<file path="src/rtl/wb_regfile_pkg.sv">
// Shared widths, encodings and read-select helper for the register file.
package wb_regfile_pkg;

    localparam int REG_ADDR_W = 5;
    localparam int REG_W      = 32;
    localparam int REG_NUM    = 32;

    typedef logic [REG_W-1:0]      reg_word_t;
    typedef logic [REG_ADDR_W-1:0] reg_addr_t;

    localparam reg_word_t ZERO_WORD     = '0;
    localparam logic      WRITE_ENABLE  = 1'b1;
    localparam logic      WRITE_DISABLE = 1'b0;
    localparam logic      READ_ENABLE   = 1'b1;
    localparam logic      READ_DISABLE  = 1'b0;

    // Read port value with write-first bypass; register 0 is hardwired to zero.
    function automatic reg_word_t gpr_read(
        input logic      en,
        input reg_addr_t raddr,
        input logic      wreg,
        input reg_addr_t wd,
        input reg_word_t wdata,
        input reg_word_t stored
    );
        if (en == READ_DISABLE || raddr == '0)
            return ZERO_WORD;
        else if (wreg == WRITE_ENABLE && raddr == wd)
            return wdata;
        else
            return stored;
    endfunction

endpackage

</file>
<file path="src/rtl/wb_regfile_if.sv">
// Write-back / decode-read bundle between the pipeline and the register file.
interface wb_regfile_if;
    import wb_regfile_pkg::*;

    logic      wb_wreg;
    reg_addr_t wb_wd;
    reg_word_t wb_wdata;
    logic      wb_whilo;
    reg_word_t wb_hi;
    reg_word_t wb_lo;
    logic      re1;
    logic      re2;
    reg_addr_t raddr1;
    reg_addr_t raddr2;
    reg_word_t rdata1;
    reg_word_t rdata2;
    reg_word_t hi_o;
    reg_word_t lo_o;
    reg_word_t wr_cnt;

    modport master (
        output wb_wreg, wb_wd, wb_wdata, wb_whilo, wb_hi, wb_lo,
        output re1, re2, raddr1, raddr2,
        input  rdata1, rdata2, hi_o, lo_o, wr_cnt
    );

    modport slave (
        input  wb_wreg, wb_wd, wb_wdata, wb_whilo, wb_hi, wb_lo,
        input  re1, re2, raddr1, raddr2,
        output rdata1, rdata2, hi_o, lo_o, wr_cnt
    );

endinterface

</file>
<file path="src/rtl/wb_regfile_hilo_reg.sv">
// HI/LO pair: written together, with same-cycle write-through on the outputs.
module hilo_reg
    import wb_regfile_pkg::*;
(
    input  logic      clk,
    input  logic      rst,
    input  logic      wr_en,
    input  reg_word_t hi_next,
    input  reg_word_t lo_next,
    output reg_word_t hi,
    output reg_word_t lo
);

    reg_word_t hi_q;
    reg_word_t lo_q;

    // Store both halves on the same edge so a partial update cannot happen.
    always_ff @(posedge clk or negedge rst) begin
        if (!rst) begin
            hi_q <= ZERO_WORD;
            lo_q <= ZERO_WORD;
        end else if (wr_en == WRITE_ENABLE) begin
            hi_q <= hi_next;
            lo_q <= lo_next;
        end
    end

    // Write-through when a request is present; reset masks everything.
    always_comb begin
        hi = ZERO_WORD;
        lo = ZERO_WORD;
        if (rst) begin
            hi = (wr_en == WRITE_ENABLE) ? hi_next : hi_q;
            lo = (wr_en == WRITE_ENABLE) ? lo_next : lo_q;
        end
    end

endmodule

</file>
<file path="src/rtl/wb_regfile.sv">
// 32x32 GPR file with two bypassed read ports, HI/LO pair and write counter.
module wb_regfile
    import wb_regfile_pkg::*;
(
    input  logic         clk,
    input  logic         rst,
    wb_regfile_if.slave  bus
);

    reg_word_t regs [REG_NUM];
    reg_word_t wr_cnt_q;
    reg_word_t hi_w;
    reg_word_t lo_w;
    logic      gpr_we;

    // Writes to register 0 are dropped and do not count.
    assign gpr_we = (bus.wb_wreg == WRITE_ENABLE) && (bus.wb_wd != '0);

    // GPR storage and committed-write counter; flops because of the async clear.
    always_ff @(posedge clk or negedge rst) begin
        if (!rst) begin
            for (int i = 0; i < REG_NUM; i++)
                regs[i] <= ZERO_WORD;
            wr_cnt_q <= ZERO_WORD;
        end else if (gpr_we) begin
            regs[bus.wb_wd] <= bus.wb_wdata;
            wr_cnt_q        <= wr_cnt_q + 32'd1;
        end
    end

    // Combinational read ports, evaluated independently; zero while in reset.
    always_comb begin
        bus.rdata1 = ZERO_WORD;
        bus.rdata2 = ZERO_WORD;
        if (rst) begin
            bus.rdata1 = gpr_read(bus.re1, bus.raddr1, bus.wb_wreg, bus.wb_wd,
                                  bus.wb_wdata, regs[bus.raddr1]);
            bus.rdata2 = gpr_read(bus.re2, bus.raddr2, bus.wb_wreg, bus.wb_wd,
                                  bus.wb_wdata, regs[bus.raddr2]);
        end
    end

    hilo_reg u_hilo (
        .clk     (clk),
        .rst     (rst),
        .wr_en   (bus.wb_whilo),
        .hi_next (bus.wb_hi),
        .lo_next (bus.wb_lo),
        .hi      (hi_w),
        .lo      (lo_w)
    );

    assign bus.hi_o   = hi_w;
    assign bus.lo_o   = lo_w;
    assign bus.wr_cnt = wr_cnt_q;

endmodule

</file>
<file path="src/flat_wrapper.sv">
// flat-port wrapper written by rule: the top's interface ports become plain ports
module wb_regfile_flat import wb_regfile_pkg::*;
  (clk, rst, bus_wb_wreg, bus_wb_wd, bus_wb_wdata, bus_wb_whilo, bus_wb_hi, bus_wb_lo, bus_re1, bus_re2, bus_raddr1, bus_raddr2, bus_rdata1, bus_rdata2, bus_hi_o, bus_lo_o, bus_wr_cnt);
  wb_regfile_if bus_i ();
  input  logic clk;
  input  logic rst;
  input wire logic [$bits(bus_i.wb_wreg)-1:0] bus_wb_wreg;
  input wire logic [$bits(bus_i.wb_wd)-1:0] bus_wb_wd;
  input wire logic [$bits(bus_i.wb_wdata)-1:0] bus_wb_wdata;
  input wire logic [$bits(bus_i.wb_whilo)-1:0] bus_wb_whilo;
  input wire logic [$bits(bus_i.wb_hi)-1:0] bus_wb_hi;
  input wire logic [$bits(bus_i.wb_lo)-1:0] bus_wb_lo;
  input wire logic [$bits(bus_i.re1)-1:0] bus_re1;
  input wire logic [$bits(bus_i.re2)-1:0] bus_re2;
  input wire logic [$bits(bus_i.raddr1)-1:0] bus_raddr1;
  input wire logic [$bits(bus_i.raddr2)-1:0] bus_raddr2;
  output wire logic [$bits(bus_i.rdata1)-1:0] bus_rdata1;
  output wire logic [$bits(bus_i.rdata2)-1:0] bus_rdata2;
  output wire logic [$bits(bus_i.hi_o)-1:0] bus_hi_o;
  output wire logic [$bits(bus_i.lo_o)-1:0] bus_lo_o;
  output wire logic [$bits(bus_i.wr_cnt)-1:0] bus_wr_cnt;
  assign bus_i.wb_wreg = bus_wb_wreg;
  assign bus_i.wb_wd = bus_wb_wd;
  assign bus_i.wb_wdata = bus_wb_wdata;
  assign bus_i.wb_whilo = bus_wb_whilo;
  assign bus_i.wb_hi = bus_wb_hi;
  assign bus_i.wb_lo = bus_wb_lo;
  assign bus_i.re1 = bus_re1;
  assign bus_i.re2 = bus_re2;
  assign bus_i.raddr1 = bus_raddr1;
  assign bus_i.raddr2 = bus_raddr2;
  assign bus_rdata1 = bus_i.rdata1;
  assign bus_rdata2 = bus_i.rdata2;
  assign bus_hi_o = bus_i.hi_o;
  assign bus_lo_o = bus_i.lo_o;
  assign bus_wr_cnt = bus_i.wr_cnt;
  wb_regfile u_core (.clk(clk), .rst(rst), .bus(bus_i));
endmodule
</file>
<file path="config.mk">
export PLATFORM = sky130hd
export DESIGN_NAME = wb_regfile_flat
export DESIGN_NICKNAME = d
export VERILOG_FILES = /design/src/rtl/wb_regfile_pkg.sv /design/src/rtl/wb_regfile_if.sv /design/src/rtl/wb_regfile_hilo_reg.sv /design/src/rtl/wb_regfile.sv /design/src/flat_wrapper.sv
export SDC_FILE = /design/constraint.sdc
export NUM_CORES = 2
export LEC_CHECK = 0
export CAP_MARGIN = 40
export CORE_MARGIN = 3
export CORE_UTILIZATION = 60
export CTS_CLUSTER_SIZE = 8
export DETAILED_ROUTE_END_ITERATION = 16
export GPL_ROUTABILITY_DRIVEN = 0
export PLACE_DENSITY = 0.79
export SETUP_SLACK_MARGIN = 0.3
export SLEW_MARGIN = 20
export SYNTH_ARGS = -nofsm -noshare
export SYNTH_HDL_FRONTEND = slang
export SYNTH_SLANG_ARGS = --single-unit
</file>
<file path="constraint.sdc">
create_clock -name clk -period 3.77 [get_ports clk]
set_input_delay 0.754 -clock clk [delete_from_list [all_inputs] [get_ports clk]]
set_output_delay 0.754 -clock clk [all_outputs]
set_load 0.01 [all_outputs]
</file>
# Word-level counts from Yosys, hierarchy flattened
# Index checks and enable logic that the tools add are counted.
# classes
add_sub_neg,1
order_cmp,4
n_eq_ne,2
n_mux,19
bitwise,5
n_reduce_logical,9
# ops
operator,n
$bwmux 1024,1
$mux 32,15
$bmux 32 s5,2
$demux 32 s5,1
$add 32x1->32 const B,1
$ge 6x6->1 const B,3
$not 5->6,3
$eq 5x5->1,2
$logic_not 5->1,2
$lt 6x1->1 const B,1
$reduce_bool 5->1,1
$logic_and 1x1->1,4
$logic_or 1x1->1,2
$not 1->1,2
# totals
regBits,1120
in_bits,117
word_cells,75

# Depth between registers and ports, before layout
# logic_depth
word_depth,7
ltp_mapped,10
mapped_depth_nobuf,5

# By module
# Synthesis repeated with hierarchy kept, for this count alone.
# hier_totals
hier_cells,3988
hier_area_um2,59295.6
# modules_own_cells
mod,instances,cells_each,area_per_inst_um2,seq_area_each_um2
wb_regfile,1,3783,56183.9,26425.3
hilo_reg,1,205,3111.7,1601.5

# Worst setup path before layout
# OpenSTA, ideal clock, no wires.
# synth_timing
path_type,input -> output
start,input bus_raddr1[1]
end,output bus_rdata1[13]
arrival_time_ps,2459
setup_slack_ps,557
cell_stages,8
n_path_buf,4
cell_sequence,buf_2 buf_6 buf_2 buf_1 mux4_2 a22oi_1 o21ai_0 a221o_1
# synth_via
elab_chain_cells,7
word_cells_on_any_way,11
cone_classes,1 x eq/ne; 6 x mux; 1 x bitwise; 3 x reduce/logical
# synth_rtl
item,line,rtl
from (decl),flat_wrapper.sv:15,input wire logic [$bits(bus_i.raddr1)-1:0] bus_raddr1;
$not 5->6 (not written as such),wb_regfile.sv:37,"bus.wb_wdata, regs[bus.raddr1]);"
$bmux 32 s5,wb_regfile.sv:37,
$mux 32 (not written as such) (2 in a row),wb_regfile.sv:37,
$mux 32,wb_regfile_pkg.sv:28,else if (wreg == WRITE_ENABLE && raddr == wd)
$mux 32 *,wb_regfile_pkg.sv:26,if (en == READ_DISABLE || raddr == '0)
$mux 32 *,wb_regfile.sv:35,if (rst) begin
to (decl),flat_wrapper.sv:17,output wire logic [$bits(bus_i.rdata1)-1:0] bus_rdata1;
# Mark *: on every way between the ends. The rest lies on a longest branch, timed or not. The select of a mux whose other input is x is not followed.

# Final worst setup path
# layout_timing
start,input bus_raddr1[4]
end,output bus_rdata1[31]
# Same word-level chain as after synthesis.

==> flow_summary.yaml <==
power_and_ir_drop:
  power_density_nw_per_um2: 496
  worst_ir_drop_vdd_v: 0.000437
  p_leak_uw: 0.0328
clock_network:
  cts_tree: "built"
  cts_sinks: 1120
  ctsLongestPathBuffers: 3
  clk_pin_slew_ps: 50
  clk_latency_ps: 780
  cts-root-buf: "clkbuf_16"
  cts-buffers-inserted: 158
  htree_levels: 4
timing:
  timing.final.max_slew_violations: 0
  final.min_clock_period_ps: 3800
  setup_slack_ps: -27.4
  rsz0062_at_grt: "yes"
  max_slew_margin: 0.316
  finalHoldViolCount: 0
  clock_skew_ps: 23.1
  fmax_mhz: 263
  tns_ps: -28.4
  tightest_slew_ps: 1030
  final.period_utilization: 1.01
  setup_violations: 2
worst_setup_path:
  cp.required_ps: 3020
  cpPeakStageDelay_ps: 340
  path_cells: "buf_4 > buf_6 > nor2b_4 > buf_6 > a22oi_1 > nand2_1 > nor3_2 > nor4_2 > buf_4 > dlygate4sd2_1"
  r2r_end: "u_core.bus.wr_cnt[31]$_DFFE_PN0P_"
  crit_arrival_ps: 3040
  r2r_slack_ps: 1770
  cp-start-kind: "primary input"
  critical_path_class: "in2out"
  rr_worst_depth: 5
  end_kind: "primary output"
  path_buf_inv: 5
  cp_max_fo: 12
  cp_top_family: "buffers and inverters"
  cpMaxStageDelayCell: "nor2b_4"
  r2r-start: "u_core.bus.wr_cnt[6]$_DFFE_PN0P_"
synth:
  yosysSeqAreaShare: 0.470
  synth_top_area_frac: 0.470
  synth_flop_cell: "dfrtp_1"
  synth_cells: 4189
  synth_top_cell_by_area: "dfrtp_1"
  synth_edf_count: 0
  async_flop_share: 1.00
  syn_nets: 4307
  synth_cell_types: 56
  yosysWarnings: 0
  synth.cell_area_um2: 59700
  synth_seq_cells: 1120
  yosys-top-cells-area: "dfrtp_1 47%, mux4_2 15%, mux2_2 12%, mux2_1 8.9%, mux2i_1 3.5%"
  post_synth.cell_area_avg_um2: 14.2
finish:
  utilization: 0.755
  multiInputGateArea_um2: 30500
  seqCellArea_um2: 28000
  layout.nets: 4899
  nFillCells: 5415
  drive_above_1_share: 0.439
  areaGrowthSynthToFinish_pct: 24.7
hold_path:
  min_path_type: "in2async"
floorplanning:
  die_area_um2: 103000
  start_util: 0.605
  fp.dieH_um: 321
  io_pins: 277
  core_area_um2: 98600
  die_w_um: 321
  rows: 115
routing:
  drcViolationCount: 0
  ant_nets: 0
  wl_um: 212000
  first_pass_iters: 8
  vias_per_cell: 7.43
  vias: 45300
  routedWlPerCell_um: 34.9
  drtIter0Drc: 6312
placed_design:
  io_buffer_count: 276
  hpwl_um: 120000
run_status:
  status: "finished, violations left"
  failed_checks: "negative setup slack"
grt:
  grt_max_degree: 174
  grt.met3_usage: 0.146
  track_usage: 0.395
  met1_usage: 0.504
  use_met2: 0.574
  antenna_found_initial: 4
  busiest_layer: "met2"
  grt_pass1_wl_um: 300000
  grt_pass1_vias: 46000
  overflow: 0
run:
  drv_cap: 0
cell usage in the layout (no fill, tap or decap), types with 64 or more instances in the layout:
cell,n
clkbuf_16,167
mux2_2,628
nand2_1,75
dfrtp_1,1120
buf_6,64
buf_4,374
buf_12,144
mux4_2,392
mux2i_1,208
clkdlybuf4s50_1,194
and2_1,65
mux2_1,473
registers in the layout, indices dropped and copies added, names as in the netlist:
signal,flops
u_core.bus.wr_cnt,32
u_core.u_hilo.lo_q,32
u_core.regs,1024
u_core.u_hilo.hi_q,32
synthesized netlist by cell type, types with 6 or more instances:
master    count
dfrtp_1    1120
mux2_2      630
mux2_1      473
mux4_2      392
clkbuf_1    214
mux2i_1     209
buf_2       146
a221oi_1     98
nand2_1      94
a22oi_1      83
nor2_1       76
and2_1       67
a21oi_1      53
a221o_1      49
o21ai_0      45
buf_6        41
xnor2_1      35
o22ai_1      34
buf_4        31
nor2b_1      30
nor3_1       29
a211oi_1     25
buf_1        25
a31oi_1      24
o21bai_1     21
o221ai_1     21
nand3_1      13
nand4_1      11
nor4_1        9
o211a_1       8
nand2b_1      7
inv_1         6
o21a_1        6
xor2_1        6
stage by stage:
step	worst slack, ps	instances	instance area [um^2]	hold WS [ps]	power [uW]
2_1_floorplan	557	4189	59700	441	20400
3_3_place_gp	-960	5748	66800	378	22700
3_5_place_dp	-1020	5752	66900	382	23200
4_1_cts	118	6016	73000	284	36200
5_1_grt	-13.7	6085	74400	311	38000
6_report	-27.4	6090	74400	299	36900
routing by layer:
layer / wire length, um / up-vias / part of all wire
met5: 97 / - / 0.00046
met4: 16100 / 4 / 0.076
met3: 30300 / 1092 / 0.14
met2: 92300 / 3748 / 0.43
met1: 73700 / 23200 / 0.35
li1: - / 17200 / -
worst max-delay path by stage:
stage,startpoint,end,slack [ps],depth (start not counted)
2_1_floorplan,bus_raddr1[1],bus_rdata1[13],560,8
3_3_place_gp,bus_raddr1[3],bus_rdata1[7],-960,10
3_5_place_dp,bus_raddr1[3],bus_rdata1[7],-1020,10
4_1_cts,bus_raddr1[0],bus_rdata1[29],120,12
5_1_grt,bus_raddr1[0],bus_rdata1[9],-10,10
6_report,bus_raddr1[4],bus_rdata1[31],-30,10
timing repair:
action / in CTS / in global routing
hold endpoints to repair: 7 / 0
gates cloned: 12 / 6
endpoints found under the setup margin: 64 / 63
gates resized for setup: 394 / 199
buffers inserted: 74 / 60
pin swaps: 59 / 60
hold buffers: 1 / 0
worst reg2reg max path: stages (launching register included):
cell	delay [ps]
dfrtp_1	470
and4_1	290
nand4_1	190
nor3_1	570
nand3_1	200
xnor2_1	160
power by group:
| part | internal, uW | switching (uW) |
|---|---|---|
| clock network | 7540 | 5250 |
| logic | 4540 | 3500 |
| registers | 14200 | 1830 |
| total | 26300 | 10600 |
layout make-up:
cell class / count / area share
Clock inverter: 13 / 0.00219
Tap cell: 1287 / 0.0216
Clock buffer: 164 / 0.0546
Inverter: 8 / 0.000420
Antenna cell: 5 / 0.000168
Timing Repair Buffer: 891 / 0.134
Multi-Input combinational cell: 2602 / 0.410
Sequential cell: 1120 / 0.377
kinds of logic (layout without fill, tap and decap cells):
family          after synthesis  after routing  synth area share
mux                        1704           1704             0.391
flops                      1120           1120             0.470
compound gates              481            481            0.0602
buf+inv                     467           1076            0.0399
simple gates                375            375            0.0329
xor+xnor                     41             41           0.00602
fa+ha+maj                     1              1          0.000210
other cells                   0              5                 0
No activity file was read; power rests on OpenSTA's default activity.
